--- config.mk ---
export PLATFORM = sky130hd
export DESIGN_NAME = autocorr_peak_picker_flat
export DESIGN_NICKNAME = d
export VERILOG_FILES = /design/src/rtl/pitch_pkg.sv /design/src/rtl/autocorr_peak_picker_if.sv /design/src/rtl/peak_threshold_cmp.sv /design/src/rtl/autocorr_peak_picker.sv /design/src/flat_wrapper.sv
export SDC_FILE = /design/constraint.sdc
export NUM_CORES = 1
export LEC_CHECK = 0
export ABC_AREA = 1
export BUFFER_PORTS_ARGS = -buffer_cell sky130_fd_sc_hd__clkbuf_2
export CORE_MARGIN = 3
export CORE_UTILIZATION = 50
export DETAILED_ROUTE_END_ITERATION = 16
export PLACE_DENSITY = 0.68
export SYNTH_ARGS = -nofsm -noshare
export SYNTH_HDL_FRONTEND = slang
export SYNTH_SLANG_ARGS = --single-unit
--- constraint.sdc ---
create_clock -name clk -period 6.9 [get_ports clk]
set_input_delay 0.345 -clock clk [delete_from_list [all_inputs] [get_ports clk]]
set_output_delay 0.345 -clock clk [all_outputs]
set_load 0.1 [all_outputs]
--- src/rtl/pitch_pkg.sv ---
// rtl/pitch_pkg.sv - shared widths, constants and FSM encoding for the pitch peak picker
package pitch_pkg;
    localparam int SUM_W         = 36;
    localparam int LAG_W         = 10;
    localparam int THR_DEN_SHIFT = 3;
    localparam int CMP_W         = SUM_W + 4;

    typedef enum logic [1:0] {
        ST_IDLE  = 2'd0,
        ST_SEEK  = 2'd1,
        ST_TRACK = 2'd2,
        ST_DONE  = 2'd3
    } state_e;
endpackage

--- src/rtl/autocorr_peak_picker_if.sv ---
// rtl/autocorr_peak_picker_if.sv - correlation-sum input stream and pitch result output bus
interface autocorr_peak_picker_if;
    import pitch_pkg::*;

    logic                    in_valid;
    logic                    in_ready;
    logic signed [SUM_W-1:0] in_sum;
    logic                    in_first;
    logic                    in_last;
    logic                    out_valid;
    logic                    out_ready;
    logic [LAG_W-1:0]        pitch_lag;
    logic signed [SUM_W-1:0] peak_sum;
    logic                    pitch_found;

    modport master (
        output in_valid, in_sum, in_first, in_last, out_ready,
        input  in_ready, out_valid, pitch_lag, peak_sum, pitch_found
    );

    modport slave (
        input  in_valid, in_sum, in_first, in_last, out_ready,
        output in_ready, out_valid, pitch_lag, peak_sum, pitch_found
    );
endinterface

--- src/rtl/peak_threshold_cmp.sv ---
// rtl/peak_threshold_cmp.sv - signed check best*2^THR_DEN_SHIFT >= r0*THR_NUM
module peak_threshold_cmp
    import pitch_pkg::*;
#(
    parameter int THR_NUM = 5
) (
    input  logic signed [SUM_W-1:0] best,
    input  logic signed [SUM_W-1:0] r0,
    output logic                    ge
);
    logic signed [CMP_W-1:0] best_scaled;
    logic signed [CMP_W-1:0] r0_scaled;

    always_comb begin
        best_scaled = CMP_W'(best) <<< THR_DEN_SHIFT;
        r0_scaled   = CMP_W'(r0) * CMP_W'(signed'(THR_NUM));
        ge          = (best_scaled >= r0_scaled);
    end
endmodule

--- src/rtl/autocorr_peak_picker.sv ---
// rtl/autocorr_peak_picker.sv - picks the pitch lag from per-lag autocorrelation sums, one result per frame
module autocorr_peak_picker
    import pitch_pkg::*;
#(
    parameter int MIN_LAG = 20,
    parameter int MAX_LAG = 400,
    parameter int THR_NUM = 5
) (
    input  logic                    clk,
    input  logic                    rst_n,
    autocorr_peak_picker_if.slave   bus
);
    localparam logic [LAG_W-1:0] MIN_L = LAG_W'(MIN_LAG);
    localparam logic [LAG_W-1:0] MAX_L = LAG_W'(MAX_LAG);

    state_e                  state_q, state_d;
    logic [LAG_W-1:0]        lag_q, lag_d;
    logic signed [SUM_W-1:0] r0_q, r0_d;
    logic signed [SUM_W-1:0] best_q, best_d;
    logic [LAG_W-1:0]        best_lag_q, best_lag_d;
    logic                    has_best_q, has_best_d;
    logic                    in_ready_q, in_ready_d;
    logic                    out_valid_q, out_valid_d;
    logic [LAG_W-1:0]        pitch_lag_q, pitch_lag_d;
    logic signed [SUM_W-1:0] peak_sum_q, peak_sum_d;
    logic                    pitch_found_q, pitch_found_d;

    logic                    accept;
    logic [LAG_W-1:0]        beat_lag;
    logic                    thr_ge;

    peak_threshold_cmp #(.THR_NUM(THR_NUM)) u_thr (
        .best (best_d),
        .r0   (r0_d),
        .ge   (thr_ge)
    );

    always_comb begin
        state_d       = state_q;
        lag_d         = lag_q;
        r0_d          = r0_q;
        best_d        = best_q;
        best_lag_d    = best_lag_q;
        has_best_d    = has_best_q;
        out_valid_d   = out_valid_q;
        pitch_lag_d   = pitch_lag_q;
        peak_sum_d    = peak_sum_q;
        pitch_found_d = pitch_found_q;

        accept   = bus.in_valid && in_ready_q;
        beat_lag = (lag_q == '1) ? lag_q : lag_q + 1'b1;

        // in_first always restarts, so IDLE/SEEK/TRACK share the frame-start path
        if (accept && state_q != ST_DONE) begin
            if (bus.in_first) begin
                state_d    = ST_SEEK;
                r0_d       = bus.in_sum;
                lag_d      = '0;
                best_d     = '0;
                best_lag_d = '0;
                has_best_d = 1'b0;
            end else if (state_q != ST_IDLE) begin
                lag_d = beat_lag;
                if (state_q == ST_SEEK) begin
                    if (bus.in_sum < 0) state_d = ST_TRACK;
                end else if (beat_lag >= MIN_L && beat_lag <= MAX_L &&
                             (!has_best_q || bus.in_sum > best_q)) begin
                    best_d     = bus.in_sum;
                    best_lag_d = beat_lag;
                    has_best_d = 1'b1;
                end
            end

            if (bus.in_last && (state_q != ST_IDLE || bus.in_first)) begin
                state_d       = ST_DONE;
                out_valid_d   = 1'b1;
                pitch_lag_d   = has_best_d ? best_lag_d : '0;
                peak_sum_d    = has_best_d ? best_d : '0;
                pitch_found_d = has_best_d && (r0_d > 0) && thr_ge;
            end
        end else if (state_q == ST_DONE && bus.out_ready) begin
            state_d     = ST_IDLE;
            out_valid_d = 1'b0;
        end

        in_ready_d = (state_d != ST_DONE);
    end

    always_ff @(posedge clk or negedge rst_n) begin
        if (!rst_n) begin
            state_q       <= ST_IDLE;
            lag_q         <= '0;
            r0_q          <= '0;
            best_q        <= '0;
            best_lag_q    <= '0;
            has_best_q    <= 1'b0;
            in_ready_q    <= 1'b1;
            out_valid_q   <= 1'b0;
            pitch_lag_q   <= '0;
            peak_sum_q    <= '0;
            pitch_found_q <= 1'b0;
        end else begin
            state_q       <= state_d;
            lag_q         <= lag_d;
            r0_q          <= r0_d;
            best_q        <= best_d;
            best_lag_q    <= best_lag_d;
            has_best_q    <= has_best_d;
            in_ready_q    <= in_ready_d;
            out_valid_q   <= out_valid_d;
            pitch_lag_q   <= pitch_lag_d;
            peak_sum_q    <= peak_sum_d;
            pitch_found_q <= pitch_found_d;
        end
    end

    assign bus.in_ready    = in_ready_q;
    assign bus.out_valid   = out_valid_q;
    assign bus.pitch_lag   = pitch_lag_q;
    assign bus.peak_sum    = peak_sum_q;
    assign bus.pitch_found = pitch_found_q;
endmodule

--- src/flat_wrapper.sv ---
// flat-port wrapper written by rule: the top's interface ports become plain ports
module autocorr_peak_picker_flat import pitch_pkg::*;
#(
    parameter int MIN_LAG = 20,
    parameter int MAX_LAG = 400,
    parameter int THR_NUM = 5
)
  (clk, rst_n, bus_in_valid, bus_in_sum, bus_in_first, bus_in_last, bus_out_ready, bus_in_ready, bus_out_valid, bus_pitch_lag, bus_peak_sum, bus_pitch_found);
  autocorr_peak_picker_if bus_i ();
  input  logic clk;
  input  logic rst_n;
  input wire logic [$bits(bus_i.in_valid)-1:0] bus_in_valid;
  input wire logic [$bits(bus_i.in_sum)-1:0] bus_in_sum;
  input wire logic [$bits(bus_i.in_first)-1:0] bus_in_first;
  input wire logic [$bits(bus_i.in_last)-1:0] bus_in_last;
  input wire logic [$bits(bus_i.out_ready)-1:0] bus_out_ready;
  output wire logic [$bits(bus_i.in_ready)-1:0] bus_in_ready;
  output wire logic [$bits(bus_i.out_valid)-1:0] bus_out_valid;
  output wire logic [$bits(bus_i.pitch_lag)-1:0] bus_pitch_lag;
  output wire logic [$bits(bus_i.peak_sum)-1:0] bus_peak_sum;
  output wire logic [$bits(bus_i.pitch_found)-1:0] bus_pitch_found;
  assign bus_i.in_valid = bus_in_valid;
  assign bus_i.in_sum = bus_in_sum;
  assign bus_i.in_first = bus_in_first;
  assign bus_i.in_last = bus_in_last;
  assign bus_i.out_ready = bus_out_ready;
  assign bus_in_ready = bus_i.in_ready;
  assign bus_out_valid = bus_i.out_valid;
  assign bus_pitch_lag = bus_i.pitch_lag;
  assign bus_peak_sum = bus_i.peak_sum;
  assign bus_pitch_found = bus_i.pitch_found;
  autocorr_peak_picker #(.MIN_LAG(MIN_LAG), .MAX_LAG(MAX_LAG), .THR_NUM(THR_NUM)) u_core (.clk(clk), .rst_n(rst_n), .bus(bus_i));
endmodule
==> reports/summary.txt <==
Post-Syn Nets = 1,809
F_max = 0.169 GHz
GP Congestion = 0.925
DRC = 0
DRT Pass-1 Iters = 5
Post-synth top area share = 0.310
Die height = 158 um
Per-cell routed wire length = 16.8 um
Area of the multi-input gates = 6870 um^2
Critical path class = register to register
# fillers = 2,101
Cell accounting for the most synthesized area = dfrtp_1
Min-Delay Path Class = input port to asynchronous set/reset pin
Post-synth top cells = 486 x nand2_1, 215 x inv_1, 143 x dfrtp_1, 143 x ha_1, 119 x o21ai_0
Syn Area/Cell = 7.11 um^2
Register Area = 3600 um^2
Warnings from Yosys = 0
DR vias = 11,039
Initial drt markers = 952
N_diodes = 0
Number of global-route vias before repair = 10,235
Slew @ Worst Pin = 1.09 ns
Max Buffers Root-to-Sink = 2
Outcome = finished, violations left
Synth Flop Type = dfrtp_1
CTS tree = yes
Post-Syn Area = 11,500 um^2
Min Tclk post-route = 5.91 ns
Root Driver = clkbuf_16
CP max FO = 53
Crit start category = register
DIE AREA = 24,900 um^2
Post-CTS resize count = 0
Pin count of the biggest net entering global routing = 89
Asr flop ratio synth = 1.00
Cell Count, Final, Fillers Out = 1,980
IO Count = 91
RSZ-0062 raised after global routing = no
Grt ovf = 0
Htree depth = 4
Row cnt = 54
Distinct cells, synth = 44
Synthesized flop and latch total = 144
Period utilization = 0.857
Placed insts = 1,948
Area delta synth->final = 10.7%
Final Max Tran Viols = 0
Clk_skew = 0.0123 ns
Hold violation count in the final report = 20
Die W = 158 um
DRT Wirelength = 33,300 um
Final #Nets = 1,873
Initial antenna violation count = 0
Via-to-Cell Ratio = 5.58
Global-route wire length before repair = 53,400 um
All-Layer GR Usage = 0.271
WP data required = 7.26 ns
Cells after Synth = 1,623
Postcts setup bufs = 0
Top-count cell post-synth = nand2_1
Max_slew headroom = 0.272
Final setup viols = 0
TNS Setup = 0 ns
CP Capture Type = register
Top cells by area, synth = dfrtp_1 31%, nand2_1 16%, ha_1 16%, inv_1 7.0%, nand4_1 5.8%
Hold_buf cts = 0
Initial Utilization = 0.519
Post-synthesis sequential area ratio = 0.312
Number of buffers added on ports = 90
Total CTS buffers = 17
Number of flops mapped to enable cells by yosys = 0
Final hold slack = -0.0536 ns
Final core area utilization = 0.575
Routed Antenna Nets = 0
Clock Latency Late Sink = 0.43 ns
Arr. time, crit path = 6.28 ns
Max-Cap Viols = 0
Worst-path clk slew = 0.06 ns
DP HPWL = 25,600 um
Core area = 22,200 um^2
Share of post-route cells with drive strength above 1 = 0.0888
Failing checks = hold timing
CTS sink cnt = 144
==> sequential cells by signal, summed over array words and instances (netlist names) <==
name and count:
u_core.best_q 36, u_core.bus.peak_sum 36, u_core.r0_q 36, u_core.best_lag_q 10, u_core.bus.pitch_lag 10, u_core.lag_q 10, u_core.state_q 2, u_core.bus.in_ready 1
u_core.bus.out_valid 1, u_core.bus.pitch_found 1, u_core.has_best_q 1
==> metal layers <==
metal | GRT usage | vias to the layer above | part of all wire
met1 | 0.403 | 5103 | 0.49
met4 | 0.0682 | 0 | 0.018
met2 | 0.409 | 358 | 0.43
met5 | 0 | - | 0
li1 | - | 5539 | -
met3 | 0.0465 | 39 | 0.064
==> stage by stage <==
step / instance area (um^2) / hold WS (ns) / setup WS, ns
floorplan: 11500 / 0.0494 / 1.53
global placement: 12200 / 0.462 / 1.07
detailed placement: 12200 / 0.466 / 1.06
CTS: 12800 / 0.0149 / 1.01
global route: 12800 / 0.0290 / 0.509
finish: 12800 / -0.0536 / 0.986
==> final cells by class <==
type                       instances  area share
multi-input combinational       1203       0.538
sequential                       144       0.282
inverter                         218      0.0641
timing repair buffer             103      0.0434
clock buffer                      19      0.0347
tap                              280      0.0274
clock inverter                    13      0.0107
==> kinds of logic (layout without fill, tap and decap cells) <==
| logic type | Yosys count | after routing | share of synthesized area |
|---|---|---|---|
| and+or+nand+nor | 768 | 768 | 0.289 |
| buffers and inverters | 276 | 353 | 0.0939 |
| adders and majority gates | 144 | 144 | 0.157 |
| AOI/OAI and AO/OA | 257 | 257 | 0.122 |
| DFF | 144 | 144 | 0.312 |
| xor gates and xnor gates | 34 | 34 | 0.0258 |
==> worst max-delay path, cell delays in order (launching register included) <==
cell      delay (ns)
dfstp_2         0.53
nand2_1         0.09
a21oi_4         0.14
inv_2           0.33
o21ai_0         0.54
ha_1            0.33
ha_1            0.38
a21oi_1         0.21
nand2_1         0.19
a21oi_1         0.27
o21ai_0         0.19
a21boi_0        0.44
o21ai_0         0.30
a21oi_1         0.22
xor2_1          0.11
ha_1            0.29
nand2_1         0.05
inv_1           0.06
nand3_1         0.10
nor4_1          0.39
and3b_1         0.22
o21ai_0         0.11
nand2_1         0.09
nand2_1         0.05
nand2_1         0.05
nand3_1         0.06
nand2_1         0.08
==> layout by cell type, fill, tap and decap left out, types with 4 or more instances in the layout <==
| cell | synthesis | layout |
|---|---|---|
| buf_4 | 0 | 13 |
| o22ai_1 | 13 | 13 |
| xnor2_1 | 17 | 17 |
| xor2_1 | 17 | 17 |
| clkbuf_2 | 0 | 89 |
| o21a_1 | 7 | 7 |
| nand2_1 | 486 | 486 |
| nor4_1 | 7 | 7 |
| nand3_1 | 68 | 68 |
| a21o_1 | 8 | 8 |
| o21ai_0 | 119 | 119 |
| clkinv_2 | 0 | 4 |
| nand4_1 | 107 | 107 |
| a21oi_1 | 77 | 76 |
| inv_1 | 215 | 214 |
| nor3_1 | 6 | 6 |
| inv_2 | 3 | 4 |
| dfrtp_1 | 143 | 143 |
| nor2_1 | 81 | 81 |
| ha_1 | 143 | 143 |
| clkbuf_16 | 0 | 17 |
| clkinvlp_4 | 0 | 4 |
| a21boi_0 | 4 | 4 |
| a31oi_1 | 18 | 18 |
==> path summary, 6_finish.rpt <==
check / from / to / slack (ns) / cells after the start
worst min-delay path: rst_n / u_core.lag_q[1] / -0.05 / 1
worst max register to register: u_core.bus.in_ready / u_core.bus.pitch_found / 0.99 / 26
worst min register to register: u_core.bus.pitch_lag[7] / u_core.bus.pitch_lag[7] / 0.48 / 2
min in group clk: bus_out_ready / u_core.bus.out_valid / 0.29 / 4
max in group asynchronous: rst_n / u_core.best_q[18] / 5.72 / 2
worst max-delay path: u_core.bus.in_ready / u_core.bus.pitch_found / 0.99 / 26
Power is not shown: default switching activity piles up to over one toggle a cycle in this logic, so the estimate is an artifact.
